### config.mk
export PLATFORM = sky130hd
export DESIGN_NAME = iceboard_regbank_flat
export DESIGN_NICKNAME = d
export VERILOG_FILES = /design/src/rtl/iceboard_regbank_if.sv /design/src/rtl/iceboard_regbank.sv /design/src/flat_wrapper.sv
export SDC_FILE = /design/constraint.sdc
export NUM_CORES = 2
export LEC_CHECK = 0
export ABC_AREA = 1
export CAP_MARGIN = 10
export CORE_AREA = 5 5 555 557
export CTS_CLUSTER_SIZE = 24
export DETAILED_ROUTE_END_ITERATION = 8
export DIE_AREA = 0 0 560 562
export PLACE_DENSITY = 0.48
export REMOVE_ABC_BUFFERS = 1
export SLEW_MARGIN = 10
export SYNTH_ARGS = -nofsm -noshare
export SYNTH_HDL_FRONTEND = slang
export SYNTH_SLANG_ARGS = --single-unit
export TNS_END_PERCENT = 10
### constraint.sdc
create_clock -name clk -period 74.3 [get_ports clk]
set_clock_uncertainty 0.05 [all_clocks]
set_input_delay 22.29 -clock clk [delete_from_list [all_inputs] [get_ports clk]]
set_output_delay 22.29 -clock clk [all_outputs]
set_load 0.02 [all_outputs]
### src/rtl/iceboard_regbank_if.sv
// rtl/iceboard_regbank_if.sv - Avalon-MM style register bus for iceboard_regbank
interface iceboard_regbank_if;
    logic [15:0] address;
    logic        write;
    logic [31:0] writedata;
    logic        read;
    logic [31:0] readdata;
    logic        waitrequest;

    modport master (output address, write, writedata, read, input readdata, waitrequest);
    modport slave  (input address, write, writedata, read, output readdata, waitrequest);
endinterface

### src/rtl/iceboard_regbank.sv
// rtl/iceboard_regbank.sv - motor config/status register bank with commit handshake (optional ICEBOARD_SHADOW_COMMIT_EN)
module iceboard_regbank #(
    parameter int NUMBER_OF_MOTORS = 8,
    parameter int SP_WIDTH         = 24,
    parameter int GAIN_WIDTH       = 16
) (
    input  logic                                   clk,
    input  logic                                   reset,
    iceboard_regbank_if.slave                      bus,
    output logic                                   cfg_valid,
    input  logic                                   cfg_ready,
    output logic [NUMBER_OF_MOTORS*SP_WIDTH-1:0]   sp_o,
    output logic [NUMBER_OF_MOTORS*SP_WIDTH-1:0]   pwmlimit_o,
    output logic [NUMBER_OF_MOTORS*GAIN_WIDTH-1:0] kp_o,
    output logic [NUMBER_OF_MOTORS*GAIN_WIDTH-1:0] ki_o,
    output logic [NUMBER_OF_MOTORS*GAIN_WIDTH-1:0] kd_o,
    output logic [NUMBER_OF_MOTORS*8-1:0]          mode_o,
    output logic [NUMBER_OF_MOTORS*8-1:0]          id_o,
    input  logic                                   status_valid,
    input  logic [NUMBER_OF_MOTORS*SP_WIDTH-1:0]   enc_i,
    input  logic [NUMBER_OF_MOTORS*32-1:0]         err_i
);
    localparam int N  = NUMBER_OF_MOTORS;
    localparam int IW = (N > 1) ? $clog2(N) : 1;
    localparam logic [SP_WIDTH-1:0] PWM_RESET = {1'b0, {(SP_WIDTH-1){1'b1}}};

    localparam logic [7:0] R_ID = 8'h00, R_KP = 8'h01, R_KI = 8'h02, R_KD = 8'h03;
    localparam logic [7:0] R_ENC = 8'h04, R_PWM = 8'h08, R_MODE = 8'h0B, R_SP = 8'h0C;
    localparam logic [7:0] R_ERR = 8'h0D, R_COMMIT = 8'h20, R_FLAGS = 8'h21, R_COUNT = 8'h22;

    typedef logic [SP_WIDTH-1:0]   sp_t;
    typedef logic [GAIN_WIDTH-1:0] gain_t;
    typedef enum logic {RD_IDLE, RD_DATA} rd_state_t;

    // Active bank drives the comms outputs; the *_s names are what the bus sees
    sp_t         sp_a [N], pwm_a [N], sp_s [N], pwm_s [N];
    gain_t       kp_a [N], ki_a [N], kd_a [N], kp_s [N], ki_s [N], kd_s [N];
    logic [7:0]  mode_a [N], id_a [N], mode_s [N], id_s [N];
    sp_t         enc_q [N];
    logic [31:0] err_q [N];
    logic [1:0]  flags;
    logic [31:0] count;

    rd_state_t   rd_state, rd_next;
    logic [7:0]  reg_sel, idx;
    logic [IW-1:0] midx;
    logic        idx_ok, is_cfg_reg, is_motor_reg, is_glob_reg, bad_addr;
    logic        rd_cap, rd_acc, wr_acc, cfg_wr, commit_ev, busy, commit_ok;
    logic        overrun_ev, addr_err_ev;
    logic [1:0]  flag_clr;
    logic [31:0] rd_val;

    // Upper write-data bits beyond the narrowest fields are intentionally dropped
    logic unused_wdata;
    assign unused_wdata = &{1'b0, bus.writedata};

    assign reg_sel      = bus.address[15:8];
    assign idx          = bus.address[7:0];
    assign midx         = idx[IW-1:0];
    assign idx_ok       = ({24'b0, idx} < 32'(N));
    assign is_cfg_reg   = (reg_sel == R_ID) || (reg_sel == R_KP) || (reg_sel == R_KI) ||
                          (reg_sel == R_KD) || (reg_sel == R_PWM) || (reg_sel == R_MODE) ||
                          (reg_sel == R_SP);
    assign is_motor_reg = is_cfg_reg || (reg_sel == R_ENC) || (reg_sel == R_ERR);
    assign is_glob_reg  = (reg_sel == R_COMMIT) || (reg_sel == R_FLAGS) || (reg_sel == R_COUNT);
    assign bad_addr     = is_motor_reg ? !idx_ok : !is_glob_reg;

    assign rd_cap = bus.read && (rd_state == RD_IDLE);
    assign rd_acc = bus.read && (rd_state == RD_DATA);
    assign wr_acc = bus.write && !bus.waitrequest;
    assign cfg_wr = wr_acc && is_cfg_reg && idx_ok;

`ifdef ICEBOARD_SHADOW_COMMIT_EN
    assign commit_ev = wr_acc && (reg_sel == R_COMMIT);
`else
    assign commit_ev = cfg_wr;
    assign sp_s = sp_a;
    assign pwm_s = pwm_a;
    assign kp_s = kp_a;
    assign ki_s = ki_a;
    assign kd_s = kd_a;
    assign mode_s = mode_a;
    assign id_s = id_a;
`endif

    // A handshake completing in the same cycle frees the bank for a new commit
    assign busy        = cfg_valid && !cfg_ready;
    assign commit_ok   = commit_ev && !busy;
    assign overrun_ev  = commit_ev && busy;
    assign addr_err_ev = bad_addr && (wr_acc || rd_acc);
    // Only flags that were actually reported get cleared, so later events survive
    assign flag_clr    = (rd_acc && reg_sel == R_FLAGS) ? bus.readdata[1:0] : 2'b00;

    // Read state register: one wait cycle per read
    always_ff @(posedge clk or posedge reset) begin
        if (reset) rd_state <= RD_IDLE;
        else       rd_state <= rd_next;
    end

    // Read next-state and stall generation
    always_comb begin
        rd_next         = RD_IDLE;
        bus.waitrequest = 1'b0;
        if (bus.read && rd_state == RD_IDLE) begin
            rd_next         = RD_DATA;
            bus.waitrequest = 1'b1;
        end
    end

    // Read data mux with sign extension of signed fields
    always_comb begin
        rd_val = 32'hDEADBEEF;
        if (!bad_addr) begin
            case (reg_sel)
                R_ID:    rd_val = {24'b0, id_s[midx]};
                R_KP:    rd_val = 32'($signed(kp_s[midx]));
                R_KI:    rd_val = 32'($signed(ki_s[midx]));
                R_KD:    rd_val = 32'($signed(kd_s[midx]));
                R_PWM:   rd_val = 32'($signed(pwm_s[midx]));
                R_MODE:  rd_val = {24'b0, mode_s[midx]};
                R_SP:    rd_val = 32'($signed(sp_s[midx]));
                R_ENC:   rd_val = 32'($signed(enc_q[midx]));
                R_ERR:   rd_val = err_q[midx];
                R_FLAGS: rd_val = {30'b0, flags};
                R_COUNT: rd_val = count;
                default: rd_val = 32'h0;
            endcase
        end
    end

    // Read data capture, sticky flags, commit handshake and commit counter
    always_ff @(posedge clk or posedge reset) begin
        if (reset) begin
            bus.readdata <= '0;
            flags        <= '0;
            count        <= '0;
            cfg_valid    <= 1'b0;
        end else begin
            if (rd_cap) bus.readdata <= rd_val;
            flags <= (flags & ~flag_clr) | {addr_err_ev, overrun_ev};
            if (commit_ok) begin
                cfg_valid <= 1'b1;
                count     <= count + 32'd1;
            end else if (cfg_valid && cfg_ready) begin
                cfg_valid <= 1'b0;
            end
        end
    end

    // Status snapshot: every motor captured on the same strobe
    always_ff @(posedge clk or posedge reset) begin
        if (reset) begin
            for (int i = 0; i < N; i++) begin
                enc_q[i] <= '0;
                err_q[i] <= '0;
            end
        end else if (status_valid) begin
            for (int i = 0; i < N; i++) begin
                enc_q[i] <= enc_i[i*SP_WIDTH +: SP_WIDTH];
                err_q[i] <= err_i[i*32 +: 32];
            end
        end
    end

    // Configuration banks: reset image, register writes and commit transfer
    always_ff @(posedge clk or posedge reset) begin
        if (reset) begin
            for (int i = 0; i < N; i++) begin
                id_a[i] <= 8'(i + 1);  kp_a[i] <= GAIN_WIDTH'(1); ki_a[i] <= '0;  kd_a[i] <= '0;
                pwm_a[i] <= PWM_RESET; mode_a[i] <= 8'd3;         sp_a[i] <= '0;
`ifdef ICEBOARD_SHADOW_COMMIT_EN
                id_s[i] <= 8'(i + 1);  kp_s[i] <= GAIN_WIDTH'(1); ki_s[i] <= '0;  kd_s[i] <= '0;
                pwm_s[i] <= PWM_RESET; mode_s[i] <= 8'd3;         sp_s[i] <= '0;
`endif
            end
        end else begin
`ifdef ICEBOARD_SHADOW_COMMIT_EN
            if (cfg_wr) begin
                case (reg_sel)
                    R_ID:    id_s[midx]   <= bus.writedata[7:0];
                    R_KP:    kp_s[midx]   <= bus.writedata[GAIN_WIDTH-1:0];
                    R_KI:    ki_s[midx]   <= bus.writedata[GAIN_WIDTH-1:0];
                    R_KD:    kd_s[midx]   <= bus.writedata[GAIN_WIDTH-1:0];
                    R_PWM:   pwm_s[midx]  <= bus.writedata[SP_WIDTH-1:0];
                    R_MODE:  mode_s[midx] <= bus.writedata[7:0];
                    R_SP:    sp_s[midx]   <= bus.writedata[SP_WIDTH-1:0];
                    default: ;
                endcase
            end
            if (commit_ok) begin
                for (int i = 0; i < N; i++) begin
                    id_a[i] <= id_s[i];   kp_a[i] <= kp_s[i];     ki_a[i] <= ki_s[i]; kd_a[i] <= kd_s[i];
                    pwm_a[i] <= pwm_s[i]; mode_a[i] <= mode_s[i]; sp_a[i] <= sp_s[i];
                end
            end
`else
            if (commit_ok) begin
                case (reg_sel)
                    R_ID:    id_a[midx]   <= bus.writedata[7:0];
                    R_KP:    kp_a[midx]   <= bus.writedata[GAIN_WIDTH-1:0];
                    R_KI:    ki_a[midx]   <= bus.writedata[GAIN_WIDTH-1:0];
                    R_KD:    kd_a[midx]   <= bus.writedata[GAIN_WIDTH-1:0];
                    R_PWM:   pwm_a[midx]  <= bus.writedata[SP_WIDTH-1:0];
                    R_MODE:  mode_a[midx] <= bus.writedata[7:0];
                    R_SP:    sp_a[midx]   <= bus.writedata[SP_WIDTH-1:0];
                    default: ;
                endcase
            end
`endif
        end
    end

    for (genvar g = 0; g < N; g++) begin : g_out
        assign sp_o[g*SP_WIDTH +: SP_WIDTH]       = sp_a[g];
        assign pwmlimit_o[g*SP_WIDTH +: SP_WIDTH] = pwm_a[g];
        assign kp_o[g*GAIN_WIDTH +: GAIN_WIDTH]   = kp_a[g];
        assign ki_o[g*GAIN_WIDTH +: GAIN_WIDTH]   = ki_a[g];
        assign kd_o[g*GAIN_WIDTH +: GAIN_WIDTH]   = kd_a[g];
        assign mode_o[g*8 +: 8]                   = mode_a[g];
        assign id_o[g*8 +: 8]                     = id_a[g];
    end
endmodule

### src/flat_wrapper.sv
// flat-port wrapper written by rule: the top's interface ports become plain ports
module iceboard_regbank_flat 
#(
    parameter int NUMBER_OF_MOTORS = 8,
    parameter int SP_WIDTH         = 24,
    parameter int GAIN_WIDTH       = 16
)
  (clk, reset, cfg_valid, cfg_ready, sp_o, pwmlimit_o, kp_o, ki_o, kd_o, mode_o, id_o, status_valid, enc_i, err_i, bus_address, bus_write, bus_writedata, bus_read, bus_readdata, bus_waitrequest);
  iceboard_regbank_if bus_i ();
  input  logic clk;
  input  logic reset;
  output logic cfg_valid;
  input  logic cfg_ready;
  output logic [NUMBER_OF_MOTORS*SP_WIDTH-1:0] sp_o;
  output logic [NUMBER_OF_MOTORS*SP_WIDTH-1:0] pwmlimit_o;
  output logic [NUMBER_OF_MOTORS*GAIN_WIDTH-1:0] kp_o;
  output logic [NUMBER_OF_MOTORS*GAIN_WIDTH-1:0] ki_o;
  output logic [NUMBER_OF_MOTORS*GAIN_WIDTH-1:0] kd_o;
  output logic [NUMBER_OF_MOTORS*8-1:0] mode_o;
  output logic [NUMBER_OF_MOTORS*8-1:0] id_o;
  input  logic status_valid;
  input  logic [NUMBER_OF_MOTORS*SP_WIDTH-1:0] enc_i;
  input  logic [NUMBER_OF_MOTORS*32-1:0] err_i;
  input wire logic [$bits(bus_i.address)-1:0] bus_address;
  input wire logic [$bits(bus_i.write)-1:0] bus_write;
  input wire logic [$bits(bus_i.writedata)-1:0] bus_writedata;
  input wire logic [$bits(bus_i.read)-1:0] bus_read;
  output wire logic [$bits(bus_i.readdata)-1:0] bus_readdata;
  output wire logic [$bits(bus_i.waitrequest)-1:0] bus_waitrequest;
  assign bus_i.address = bus_address;
  assign bus_i.write = bus_write;
  assign bus_i.writedata = bus_writedata;
  assign bus_i.read = bus_read;
  assign bus_readdata = bus_i.readdata;
  assign bus_waitrequest = bus_i.waitrequest;
  iceboard_regbank #(.NUMBER_OF_MOTORS(NUMBER_OF_MOTORS), .SP_WIDTH(SP_WIDTH), .GAIN_WIDTH(GAIN_WIDTH)) u_core (.clk(clk), .reset(reset), .bus(bus_i), .cfg_valid(cfg_valid), .cfg_ready(cfg_ready), .sp_o(sp_o), .pwmlimit_o(pwmlimit_o), .kp_o(kp_o), .ki_o(ki_o), .kd_o(kd_o), .mode_o(mode_o), .id_o(id_o), .status_valid(status_valid), .enc_i(enc_i), .err_i(err_i));
endmodule
==> results.env <==
RESULT_OF_THE_RUN='finished, final reports clean'
INITIAL_STANDARD_CELL_UTILIZATION_OF_THE_CORE_PCT=22.37
CRIT_PATH_START='bus_read'
MULTIINPUTGATEAREA_UM2=27840
RSZ_0062_RAISED_AFTER_GLOBAL_ROUTING='false'
LAYOUT.AREA.SEQ_UM2=35610
SETUP.WORST_PATH.END='bus_waitrequest'
GRT_MAX_DEGREE=148
SHARE_OF_SYNTHESIZED_CELL_AREA_IN_AND_OR_NAND_AND_NOR_GATES_PCT=25.27
CLOCKBUFFERDEPTH=4
POST-ROUTE-DRC-COUNT=0
HIGHEST_LAYER='met5'
POST-ROUTE-MIN-PERIOD_NS=46.06
OVERFLOW=0
SHARE_COMB_OF_TOTAL_POWER_PCT=9.0
SYNTH_CELL_TYPE_COUNT=37
CRIT_PATH_FREQUENT_CELL='clkdlybuf4s50_1'
SYNTH_SEQ_CELLS=1412
POWER.SHARE.SEQUENTIAL_PCT=42.1
SETUP_TNS_NS=0
SETUP_VIOL_COUNT_FINAL=0
POST_CTS_SETUP_REPAIR_BUFS=0
SYNTH.YOSYS.WARNINGS=0
TOTALWIRELENGTH_UM=377200
DIE_H_UM=562
DRV.MAX_CAP_VIOLATION_COUNT=0
CRITPATHCAPTURETYPE='output port'
PLACEMENT_ROWS=202
FINALWEIGHTEDCONGESTION=0.8717
VIAS=64320
DETAIL_ROUTE.WL_PER_CELL_UM=27.06
FMAX_GHz=0.02171
NUMBER_OF_GLOBAL_ROUTE_VIAS_BEFORE_REPAIR=63250
FINALCRITPERIODSHARE_PCT=61.99
HOLD_CLASS='register to register'
SYNTH_SEQ_AREA_SHARE_PCT=52.71
SYNTHESIS.INSTANCES=8668
GRT_ANTENNA_BEFORE_REPAIR=36
CP_CELL_SEQUENCE='clkdlybuf4s50_1 -> inv_1 -> nor2_1 -> buf_4 -> clkdlybuf4s50_1'
SWITCHING_SHARE_PCT=26.00
PIN_SLEW_WITH_THE_LEAST_HEADROOM_TO_ITS_LIMIT_NS=1.220
COMPOUND_CELL_AREA_SHARE_OF_THE_YOSYS_NETLIST_PCT=11.84
CTS.CLK_SLEW.WORST_PATHS_NS=0.06
WORST_SETUP_PATH_START_KIND='input pin'
YS.FLOP_TYPE='dfrtp_1'
HTREE_NUM_LEVELS=4
POSTCTSRESIZEDCELLS=0
TIMING.FINAL.HOLD_VIOLATIONS=0
CLOCK_INSERTION_DELAY_WORST_SKEW_NS=0.84
DETAIL_ROUTE.VIAS_PER_CELL=4.613
IR_DROP_uV=16.28
SYNTH.MUX.AREA_FRACTION_PCT=3.567
MAXSLEWHEADROOM_PCT=18.38
FLOW.AREA_GROWTH_FROM_SYNTHESIS_PCT=35.69
SYN_AVG_CELL_AREA_UM2=7.794
DRTITER0DRC=5808
CORE_UM2=302000
POWER.STATIC_LEAKAGE_nW=41.46
DPL_WIRE_LENGTH_UM=276200
GLOBAL_ROUTE_WIRE_LENGTH_BEFORE_REPAIR_UM=519000
WIRELENGTH_MET1_UM=155800
POST_ROUTE_CELLS_DRIVE_ABOVE_1_SHARE_PCT=9.817
BUFFER_PORTS.INSERTED=1423
ASYNCSETRESETFLOPFRACSYNTH_PCT=100.0
IOPINCOUNT=1432
POSTLAYOUTCELLAREA_UM2=91670
POWER_DENSITY_nW_PER_UM2=20.85
DRT-PASS1-ITER-COUNT=6
GRT_USE_TOTAL_PCT=23.01
MET2_LENGTH_UM=172300
PLACED_CELLS_INCL_TAPS=13590
UTILIZATION_PCT=30.35
INSTANCES_NO_FILL=13940
TIMING.REG2REG.SETUP_SLACK_NS=71.14
INTERNAL-POWER_mW=1.414
REPORT.FINAL.SLEW_VIOL_COUNT=0
CRITPATHSLOWESTCELL='clkdlybuf4s50_1'
CLOCKPOWERSHARE_PCT=48.9
CTS_HOLD_REPAIR.BUFFERS=0
REG2REGPATHDEPTH=10
PLACEDINSTANCEAREA_UM2=85370
TRITONCTS.NUM_BUFFERS=180
FILLERINSTANCES=32210
SYN_AREA_UM2=67560
NUMBER_OF_NETS_STILL_FAILING_ANTENNA_CHECKS_AFTER_ROUTING=0
CTS_TREE='done'
CLOCK-ROOT-BUFFER='clkbuf_16'
ARRIVAL_NS=23.72
DIEAREA_UM2=314700
YOSYS.AREA_SHARE.ADDER_PCT=0.01852
FINAL_COMMON_CELL='nand2_1'
WORST_PATH_LARGEST_CELL_DELAY_NS=0.62
R2R-END='u_core.sp_o[151]'
TIMING.CRITICAL_PATH.REQUIRED_NS=51.96
FLOORPLAN_DIE_WIDTH_UM=560
MOST-COMMON-LAYOUT-CELLS='nand2_1 (4060), clkdlybuf4s50_1 (1419), o21ai_0 (1321)'
LARGEST_FAMILY_OF_LOGIC_CELLS_BY_SYNTHESIZED_AREA='simple AND/OR/NAND/NOR gates'
CP_MAX_FO=5
NETS_FINISH=10300
COUNT_OF_FLIP_FLOPS_WITH_A_BUILT_IN_ENABLE_AFTER_SYNTHESIS=0
MET3ROUTEDLENGTH_UM=32510
TIMING_WORST_SETUP_PATH_TYPE='input pin to output port'
CTS.SINKS=1412
TOTAL_SWITCHING_POWER_uW=497.0
CRIT-REG2REG-LAUNCH='u_core.rd_state'
YOSYS.AREA_SHARE.XOR_XNOR_PCT=0.3500
## power groups by stage
| stage | logic (mW) | registers, mW | clock network (mW) |
|---|---|---|---|
| detailed placement | 0.174 | 0.818 | 0 |
| finish | 0.172 | 0.805 | 0.935 |
| CTS | 0.175 | 0.805 | 0.957 |
| global route | 0.188 | 0.807 | 0.983 |
| global placement | 0.173 | 0.817 | 0 |
| floorplan | 0.0689 | 0.819 | 0 |
## how the worst min path moves through the flow
stage                            startpoint                      end  slack, ns  cells after the start
finish              u_core.bus.readdata[17]  u_core.bus.readdata[17]       0.43                      2
global route          u_core.pwmlimit_o[20]    u_core.pwmlimit_o[20]       0.46                      2
CTS                 u_core.bus.readdata[29]  u_core.bus.readdata[29]       0.43                      2
detailed placement  u_core.bus.readdata[29]  u_core.bus.readdata[29]       0.42                      2
global placement      u_core.pwmlimit_o[92]    u_core.pwmlimit_o[92]       0.42                      2
floorplan                   u_core.flags[0]          u_core.flags[0]       0.42                      2
## worst max-delay path: cells and delay by family
kind	cells	cell delay [ns]
simple gates	1	0.08
buf+inv	4	1.33
## cell type report
type | count | area share, %
Inverter | 424 | 1.773
Tap cell | 3978 | 5.429
Sequential cell | 1412 | 38.85
Clock inverter | 61 | 0.9895
Timing Repair Buffer | 1555 | 16.71
Multi-Input combinational cell | 6225 | 30.37
Antenna cell | 22 | 0.06005
Clock buffer | 265 | 5.823
## metrics by stage
step                hold slack [ns]  power, mW  setup slack [ns]
finish                       0.4266      1.911             28.24
global route                 0.4554      1.978             28.17
CTS                          0.4322      1.936             28.23
detailed placement           0.4160     0.9918             28.24
global placement             0.4199     0.9896             28.17
floorplan                    0.4206     0.8880             12.51
## sequential cells by signal, indices dropped and copies added, names as in the netlist, 128 cells and up
name	count
u_core.kp_o	128
u_core.kd_o	128
u_core.pwmlimit_o	192
u_core.ki_o	128
u_core.enc_q	192
u_core.sp_o	192
u_core.err_q	256
## routing by layer
layer  vias to the layer above  track usage, %
li1                      29610               -
met1                     31560           28.98
met2                      2638           37.09
met3                       483           6.804
met4                        18           8.960
met5                         -               0
## synthesized netlist by cell type, types with 2 or more instances
| cell | instances | share of area [%] |
|---|---|---|
| nand2_1 | 4076 | 23 |
| o21ai_0 | 1321 | 9.8 |
| dfrtp_1 | 1191 | 44 |
| clkbuf_1 | 416 | 2.3 |
| inv_1 | 416 | 2.3 |
| dfstp_2 | 221 | 8.6 |
| mux2_2 | 214 | 3.6 |
| nor2_1 | 153 | 0.85 |
| buf_2 | 113 | 0.84 |
| a21oi_1 | 96 | 0.71 |
| o21ai_1 | 96 | 0.71 |
| nand3_1 | 90 | 0.67 |
| buf_1 | 50 | 0.28 |
| o211ai_1 | 49 | 0.54 |
| or2_2 | 28 | 0.26 |
| buf_6 | 27 | 0.45 |
| xor2_1 | 22 | 0.29 |
| nor3_1 | 17 | 0.13 |
| nand2_4 | 16 | 0.27 |
| nand4_1 | 9 | 0.083 |
| nor2_2 | 8 | 0.074 |
| o21ai_2 | 6 | 0.078 |
| inv_2 | 5 | 0.028 |
| xnor2_1 | 5 | 0.065 |
| clkinv_1 | 3 | 0.017 |
| nor2_4 | 3 | 0.050 |
| nor2_8 | 3 | 0.089 |
| nor3_2 | 3 | 0.044 |
| nand2_2 | 2 | 0.019 |
| nor4_1 | 2 | 0.019 |
## cells by family after synthesis
| family | Yosys count |
|---|---|
| fa+ha+maj | 1 |
| flops | 1412 |
| compound gates | 1569 |
| mux | 214 |
| xor+xnor | 27 |
| simple gates | 4414 |
| buf+inv | 1031 |
No activity file was read; power rests on OpenSTA's default activity.
